--- src/rtl/scan_segment_driver.sv ---
// Multiplexed seven-segment scanner with frame-synchronous double buffering,
// leading-zero blanking, per-digit blink, decimal points and selectable polarity.
module scan_segment_driver #(
    parameter int DIGITS     = 8,
    parameter int SCAN_DIV   = 4096,
    parameter int BLINK_DIV  = 64,
    parameter bit ACTIVE_LOW = 1'b1
) (
    input  logic                  clk,
    input  logic                  rst,
    input  logic [4*DIGITS-1:0]   time_data,
    input  logic                  data_valid,
    input  logic [DIGITS-1:0]     dp_mask,
    input  logic [DIGITS-1:0]     blink_mask,
    input  logic                  lz_blank,
    output logic [7:0]            seg,
    output logic [DIGITS-1:0]     an,
    output logic                  frame_done
);

    localparam int SCAN_W  = (SCAN_DIV > 1) ? $clog2(SCAN_DIV) : 1;
    localparam int IDX_W   = (DIGITS > 1) ? $clog2(DIGITS) : 1;
    localparam int BLINK_W = (BLINK_DIV > 1) ? $clog2(BLINK_DIV) : 1;

    localparam logic [SCAN_W-1:0]  SCAN_LAST  = SCAN_W'(SCAN_DIV - 1);
    localparam logic [IDX_W-1:0]   IDX_LAST   = IDX_W'(DIGITS - 1);
    localparam logic [BLINK_W-1:0] BLINK_LAST = BLINK_W'(BLINK_DIV - 1);

    // XOR masks that apply output polarity; also the "everything off" levels.
    localparam logic [7:0]        SEG_OFF = {8{ACTIVE_LOW}};
    localparam logic [DIGITS-1:0] AN_OFF  = {DIGITS{ACTIVE_LOW}};

    logic [SCAN_W-1:0]   scan_cnt;
    logic [IDX_W-1:0]    digit_idx;
    logic [4*DIGITS-1:0] staging;
    logic [4*DIGITS-1:0] shadow;
    logic                pending;
    logic [BLINK_W-1:0]  blink_cnt;
    logic                blink_phase;

    logic                scan_wrap;
    logic                frame_end;

    logic                above_zero;
    logic [3:0]          cur_nibble;
    logic                cur_lz;
    logic                cur_dp;
    logic                cur_blink;
    logic [DIGITS-1:0]   an_next;
    logic [7:0]          seg_next;

    function automatic logic [6:0] decode7(input logic [3:0] n);
        case (n)
            4'd0:    decode7 = 7'h3F;
            4'd1:    decode7 = 7'h06;
            4'd2:    decode7 = 7'h5B;
            4'd3:    decode7 = 7'h4F;
            4'd4:    decode7 = 7'h66;
            4'd5:    decode7 = 7'h6D;
            4'd6:    decode7 = 7'h7D;
            4'd7:    decode7 = 7'h07;
            4'd8:    decode7 = 7'h7F;
            4'd9:    decode7 = 7'h6F;
            default: decode7 = 7'h40;
        endcase
    endfunction

    assign scan_wrap = (scan_cnt == SCAN_LAST);
    assign frame_end = scan_wrap && (digit_idx == IDX_LAST);

    always_ff @(posedge clk) begin
        if (rst) begin
            scan_cnt  <= '0;
            digit_idx <= '0;
        end else if (scan_wrap) begin
            scan_cnt  <= '0;
            digit_idx <= (digit_idx == IDX_LAST) ? '0 : digit_idx + 1'b1;
        end else begin
            scan_cnt  <= scan_cnt + 1'b1;
        end
    end

    // A strobe on the frame boundary bypasses staging so it is never a frame late.
    always_ff @(posedge clk) begin
        if (rst) begin
            staging <= '0;
            shadow  <= '0;
            pending <= 1'b0;
        end else begin
            if (data_valid) begin
                staging <= time_data;
            end
            if (frame_end) begin
                pending <= 1'b0;
                if (data_valid) begin
                    shadow <= time_data;
                end else if (pending) begin
                    shadow <= staging;
                end
            end else if (data_valid) begin
                pending <= 1'b1;
            end
        end
    end

    always_ff @(posedge clk) begin
        if (rst) begin
            blink_cnt   <= '0;
            blink_phase <= 1'b0;
        end else if (frame_end) begin
            if (blink_cnt == BLINK_LAST) begin
                blink_cnt   <= '0;
                blink_phase <= ~blink_phase;
            end else begin
                blink_cnt   <= blink_cnt + 1'b1;
            end
        end
    end

    // Scan from the top digit down so above_zero tracks "this and all higher nibbles are 0".
    always_comb begin
        above_zero = 1'b1;
        cur_nibble = '0;
        cur_lz     = 1'b0;
        cur_dp     = 1'b0;
        cur_blink  = 1'b0;
        an_next    = '0;
        for (int k = DIGITS - 1; k >= 0; k--) begin
            above_zero = above_zero && (shadow[4*k +: 4] == 4'd0);
            if (digit_idx == IDX_W'(k)) begin
                cur_nibble = shadow[4*k +: 4];
                cur_lz     = lz_blank && (k != 0) && above_zero;
                cur_dp     = dp_mask[k];
                cur_blink  = blink_mask[k];
                an_next[k] = 1'b1;
            end
        end
    end

    always_comb begin
        seg_next = 8'h00;
        if (!(cur_blink && blink_phase)) begin
            seg_next = {cur_dp, cur_lz ? 7'h00 : decode7(cur_nibble)};
        end
    end

    always_ff @(posedge clk) begin
        if (rst) begin
            seg        <= SEG_OFF;
            an         <= AN_OFF;
            frame_done <= 1'b0;
        end else begin
            seg        <= seg_next ^ SEG_OFF;
            an         <= an_next ^ AN_OFF;
            frame_done <= frame_end;
        end
    end

endmodule

--- config.mk ---
export PLATFORM = sky130hd
export DESIGN_NAME = scan_segment_driver
export DESIGN_NICKNAME = d
export VERILOG_FILES = /design/src/rtl/scan_segment_driver.sv
export SDC_FILE = /design/constraint.sdc
export NUM_CORES = 1
export LEC_CHECK = 0
export CAP_MARGIN = 5
export CORE_MARGIN = 8
export CORE_UTILIZATION = 30
export DETAILED_ROUTE_END_ITERATION = 7
export PLACE_DENSITY = 0.6
export SLEW_MARGIN = 5
export SYNTH_ARGS = -nofsm -noshare
export SYNTH_HDL_FRONTEND = slang
export SYNTH_SLANG_ARGS = --single-unit
--- constraint.sdc ---
create_clock -name clk -period 3.3 [get_ports clk]
set_clock_uncertainty 0.05 [all_clocks]
set_input_delay 0.33 -clock clk [delete_from_list [all_inputs] [get_ports clk]]
set_output_delay 0.33 -clock clk [all_outputs]
set_load 0.02 [all_outputs]
==> impl_metrics.yaml, run 1 <==
outcome:
  run_status: "complete, no violations"
grt:
  grt_pass1_vias: 3754
  grt_usage: 0.124
  grt_max_degree: 45
  grt_pass1_wl_mm: 19.5
  antenna_found_initial: 0
  grt_overflow_total: 0
yosys:
  async_reset_ff_frac: 0
  synth_seq_cells: 104
  syn-num-nets: 570
  yosys_warnings: 0
  avgSynthCellArea_um2: 9.32
  yosys.area.top_type: "dfxtp_1"
  synthCells: 507
  synth_top_area_frac: 0.440
  yosysSeqAreaShare: 0.440
  netlist_area_mm2: 0.00473
  ys.flop_type: "dfxtp_1"
  synth_area_leaders: "dfxtp_1, nor2_1, mux2i_1"
  synth_edf_count: 0
  synth_cell_type_count: 63
clocking:
  post_cts_buffers: 0
  htree_levels: 3
  cts_inserted_buffers: 9
  clk_pin_slew_ns: 0.07
  ctsResizeCount: 0
  postCtsHoldBufs: 0
  clockBufferDepth: 2
  cts_tree: "built"
  clkLatencyLatePin_ns: 0.35
  cts_num_sinks: 104
  root_buffer: "clkbuf_16"
route:
  ant_nets: 0
  routed_wl_mm: 12.2
  drt_iter0_markers: 192
  routed-via-count: 3776
  wire_per_inst_um: 15.5
  dr.pass1.iters: 4
  viasPerCell: 4.80
  drc: 0
die:
  initial_core_util: 0.302
  die_y_um: 142
  die_x_um: 142
  die-area_mm2: 0.0200
  core_mm2: 0.0157
  io_pins: 69
  num_rows: 46
critical_path:
  worst-setup-path-type: "reg -> reg"
  critPathMaxFanout: 20
  critPathLaunch: "digit_idx[0]"
  crit_path_end_kind: "flip-flop"
  cp_data_arrival_time_ns: 2.99
  worst-endpoint-required_ns: 3.51
  startpoint_type: "flip-flop"
  timing.rr.start: "digit_idx[0]"
min_path:
  hp-class: "in -> reg"
  worstHoldStart: "data_valid"
timing:
  fin_crit_ns: 2.77
  fmax_ghz: 0.360
  final_max_slew_viol_count: 0
  setup_viol: 0
  tightestPinTransition_ns: 0.870
  slew_headroom: 0.420
  rsz0062_at_grt: "false"
  min_period_over_period: 0.841
  setup_tns_ns: 0
  final_hold_viol_count: 0
cells_and_area:
  layout_common_cells: "dfxtp_1, nor2_1, clkdlybuf4s50_1, mux2i_1, nand2_1"
  drive_above_1_share: 0.119
  area_delta_synth_final_pct: 24.5
  final-seq-area_mm2: 0.00208
  diodes: 0
  nNetsFinal: 629
  final_common_cell: "dfxtp_1"
  fillers: 1589
  multiInputGateArea_mm2: 0.00242
pwr:
  p_per_area_mw_per_mm2: 421
  peakVddDrop_uv: 233
  p_leak_uw: 0.00217
  totalPowerFinal_uw: 2480
run:
  drv_cap: 0
placement:
  hpwl_mm: 9.39
  io_buffer_count: 68
  globalplace.congestion: 0.853
-- path summary, 6_finish.rpt --
path	to	slack, ns	cells after the start
min reg2reg	scan_cnt[0]	0.40	1
max	seg[1]	0.53	10
min	pending	0.29	3
max reg2reg	seg[1]	0.53	10
-- per-layer routing --
layer,global-route usage,vias up,wire [um]
li1,-,1898,-
met1,0.149,1793,5420
met2,0.211,80,5990
met3,0.0383,5,683
met4,0.0288,0,99
met5,0,-,0
-- power breakdown --
group / leakage, uW / total (uW) / switching [uW] / internal (uW)
Sequential: 0.000848 / 1300 / 9.07 / 1290
Clock: 0.000129 / 1000 / 477 / 523
Combinational: 0.00119 / 183 / 89.3 / 94.0
-- cell usage after synthesis, types with 3 or more instances --
master    instances
a31oi_1           5
buf_2             4
a221oi_1          3
a21oi_1          17
nand2_1          29
clkbuf_1         14
nand2b_1          4
nor3_1            8
and2_1            3
nand3_1           7
o21ai_0          15
buf_6             4
dfxtp_1         104
mux2i_1          36
nor4_1            5
a211oi_1          8
a22oi_1           3
buf_4             3
nand4_1           6
xor2_1            8
nor2b_1          11
nor2_1           97
nor3b_1           3
a211oi_2         28
ha_1             11
buf_1             6
xnor2_1           8
inv_1            15
-- logic make-up (layout without fill, tap and decap cells) --
kind of cell	count (synthesis)	in the layout	share of synthesized area
AO/OA/AOI/OAI	101	101	0.179
XOR/XNOR	16	16	0.0296
multiplexers	37	37	0.0786
buffers and inverters	47	111	0.0471
AND/OR/NAND/NOR	191	191	0.196
flip-flops	104	104	0.440
adder cells (fa/ha/maj)	11	11	0.0291
-- area by class of cell --
type / count / area share
multi-input combinational: 356 / 0.412
sequential: 104 / 0.354
timing repair buffer: 79 / 0.130
tap: 216 / 0.0459
clock buffer: 10 / 0.0389
inverter: 16 / 0.0102
clock inverter: 6 / 0.00915
-- state kept, by name, summed over array words and instances (netlist names) --
register / count
an: 8
blink_cnt: 6
blink_phase: 1
digit_idx: 3
frame_done: 1
pending: 1
scan_cnt: 12
seg: 8
shadow: 32
staging: 32
-- critical path: stages, from the launching register on --
cell and delay [ns]:
dfxtp_1 0.35, inv_1 0.09, ha_1 0.63, inv_1 0.26, nor2_1 0.29, nand2_1 0.15, nand4_2 0.19, ha_1 0.28
a21oi_1 0.17, nor2_1 0.06, o21ai_0 0.16
-- through the flow --
step | cell area (um^2) | cells | setup WS, ns | hold slack [ns] | util
2_1_floorplan | 4730 | 507 | 0.765 | 0.368 | -
3_3_place_gp | 5600 | 771 | 0.679 | 0.380 | 0.358
3_5_place_dp | 5600 | 771 | 0.543 | 0.388 | 0.358
4_1_cts | 5880 | 787 | 0.518 | 0.291 | 0.376
5_1_grt | 5880 | 787 | 0.272 | 0.338 | 0.376
6_report | 5880 | 787 | 0.525 | 0.291 | 0.376
(Power assumes the default switching activity.)
==> run 2, diff against run 1 <==
- clock period: 3.3 -> 2.8 ns (I/O delays scaled with it)
==> impl_metrics.yaml, run 2 (synthesis results as in run 1) <==
die:
  num_rows: 46
  io_pins: 69
  initial_core_util: 0.302
  die_y_um: 142
  core_mm2: 0.0157
  die-area_mm2: 0.0200
  die_x_um: 142
min_path:
  hp-class: "in -> reg"
clocking:
  post_cts_buffers: 0
  ctsResizeCount: 0
  clk_pin_slew_ns: 0.07
  root_buffer: "clkbuf_16"
  clockBufferDepth: 2
  clkLatencyLatePin_ns: 0.35
  htree_levels: 3
  postCtsHoldBufs: 0
  cts_num_sinks: 104
  cts_tree: "built"
  cts_inserted_buffers: 9
cells_and_area:
  fillers: 1623
  area_delta_synth_final_pct: 27.4
  diodes: 0
  multiInputGateArea_mm2: 0.00245
  final_common_cell: "dfxtp_1"
  layout_common_cells: "dfxtp_1, nor2_1, clkdlybuf4s50_1, mux2i_1, nand2_1"
  drive_above_1_share: 0.140
  final-seq-area_mm2: 0.00208
  nNetsFinal: 637
  top_regs: "shadow x32, staging x32, scan_cnt x12"
grt:
  grt_pass1_wl_mm: 19.5
  grt_max_degree: 46
  grt_pass1_vias: 3835
  grt_overflow_total: 0
  antenna_found_initial: 0
  grt_usage: 0.122
critical_path:
  slowest_stage: "dfxtp_1"
  critPathMaxFanout: 6
  worst-endpoint-required_ns: 3.02
  cp_common_cell: "ha_1"
  critPathMaxStageDelay_ns: 0.42
  crit_path_end_kind: "flip-flop"
  worst-setup-path-type: "reg -> reg"
  startpoint_type: "flip-flop"
  cp_cell_sequence: "ha_1, ha_1, nor2b_1, o2bb2ai_1, a31oi_1, or2_2, ha_1, a21oi_1, nor2_1, o21ai_0"
  cp_data_arrival_time_ns: 2.80
timing:
  final_max_slew_viol_count: 0
  timing.hold.ws_ns: 0.237
  slew_headroom: 0.543
  rsz0062_at_grt: "false"
  fmax_ghz: 0.388
  final_hold_viol_count: 0
  setup_tns_ns: 0
  setup_viol: 0
  fin_crit_ns: 2.58
  tightestPinTransition_ns: 0.681
  min_period_over_period: 0.922
run:
  drv_cap: 0
pwr:
  totalPowerFinal_uw: 2990
  p_per_area_mw_per_mm2: 496
  peakVddDrop_uv: 254
  p_leak_uw: 0.00223
route:
  routed_wl_mm: 12.1
  drc: 0
  ant_nets: 0
  wire_per_inst_um: 15.2
  routed-via-count: 3780
  dr.pass1.iters: 4
  viasPerCell: 4.75
  drt_iter0_markers: 236
placement:
  io_buffer_count: 68
  globalplace.congestion: 0.860
  hpwl_mm: 9.38
outcome:
  run_status: "complete, no violations"
## run 2: changes by cell type in the layout (fill, tap and decap cells not counted), sizes merged
| cell | delta |
|---|---|
| buf | +8 |
| bufinv | +1 |
| clkinv | +1 |
| clkinvlp | -1 |
| inv | -1 |
## run 2: final timing paths
kind | slack [ns] | from | cells past startpoint | end
hold / removal | 0.24 | rst | 2 | blink_phase
setup / recovery | 0.22 | digit_idx[0] | 10 | seg[1]
setup reg to reg | 0.22 | digit_idx[0] | 10 | seg[1]
hold reg to reg | 0.40 | scan_cnt[0] | 1 | scan_cnt[0]
## run 2: critical path: cells and delay by family (launching register included)
kind / cells / cell delay (ns)
AOI/OAI and AO/OA: 4 / 0.58
DFF: 1 / 0.42
and+or+nand+nor: 3 / 0.62
adders and majority gates: 3 / 0.82
## run 2: layout make-up
type / instances / area share
clock inverter: 6 / 0.0112
tap: 216 / 0.0449
timing repair buffer: 87 / 0.143
multi-input combinational: 356 / 0.407
sequential: 104 / 0.346
clock buffer: 10 / 0.0380
inverter: 16 / 0.00997
## run 2: stage by stage
step / cells / area [um^2] / worst slack [ns] / utilization
after floorplan: 507 / 4730 / 0.265 / -
after global placement: 779 / 5700 / 0.245 / 0.364
after detailed placement: 779 / 5700 / 0.194 / 0.364
after CTS: 795 / 5990 / 0.165 / 0.383
after global routing: 795 / 6020 / 0.0165 / 0.385
final: 795 / 6020 / 0.220 / 0.385
## run 2: power by group
group          internal, uW  switching [uW]
Clock                   696             551
Combinational           111             105
Sequential             1520            10.6
## run 2: layer usage
metal / vias to the layer above / share of wire / GRT usage
met4: 0 / 0.013 / 0.0401
li1: 1912 / - / -
met1: 1760 / 0.45 / 0.150
met5: - / 0 / 0
met3: 10 / 0.059 / 0.0380
met2: 98 / 0.48 / 0.200
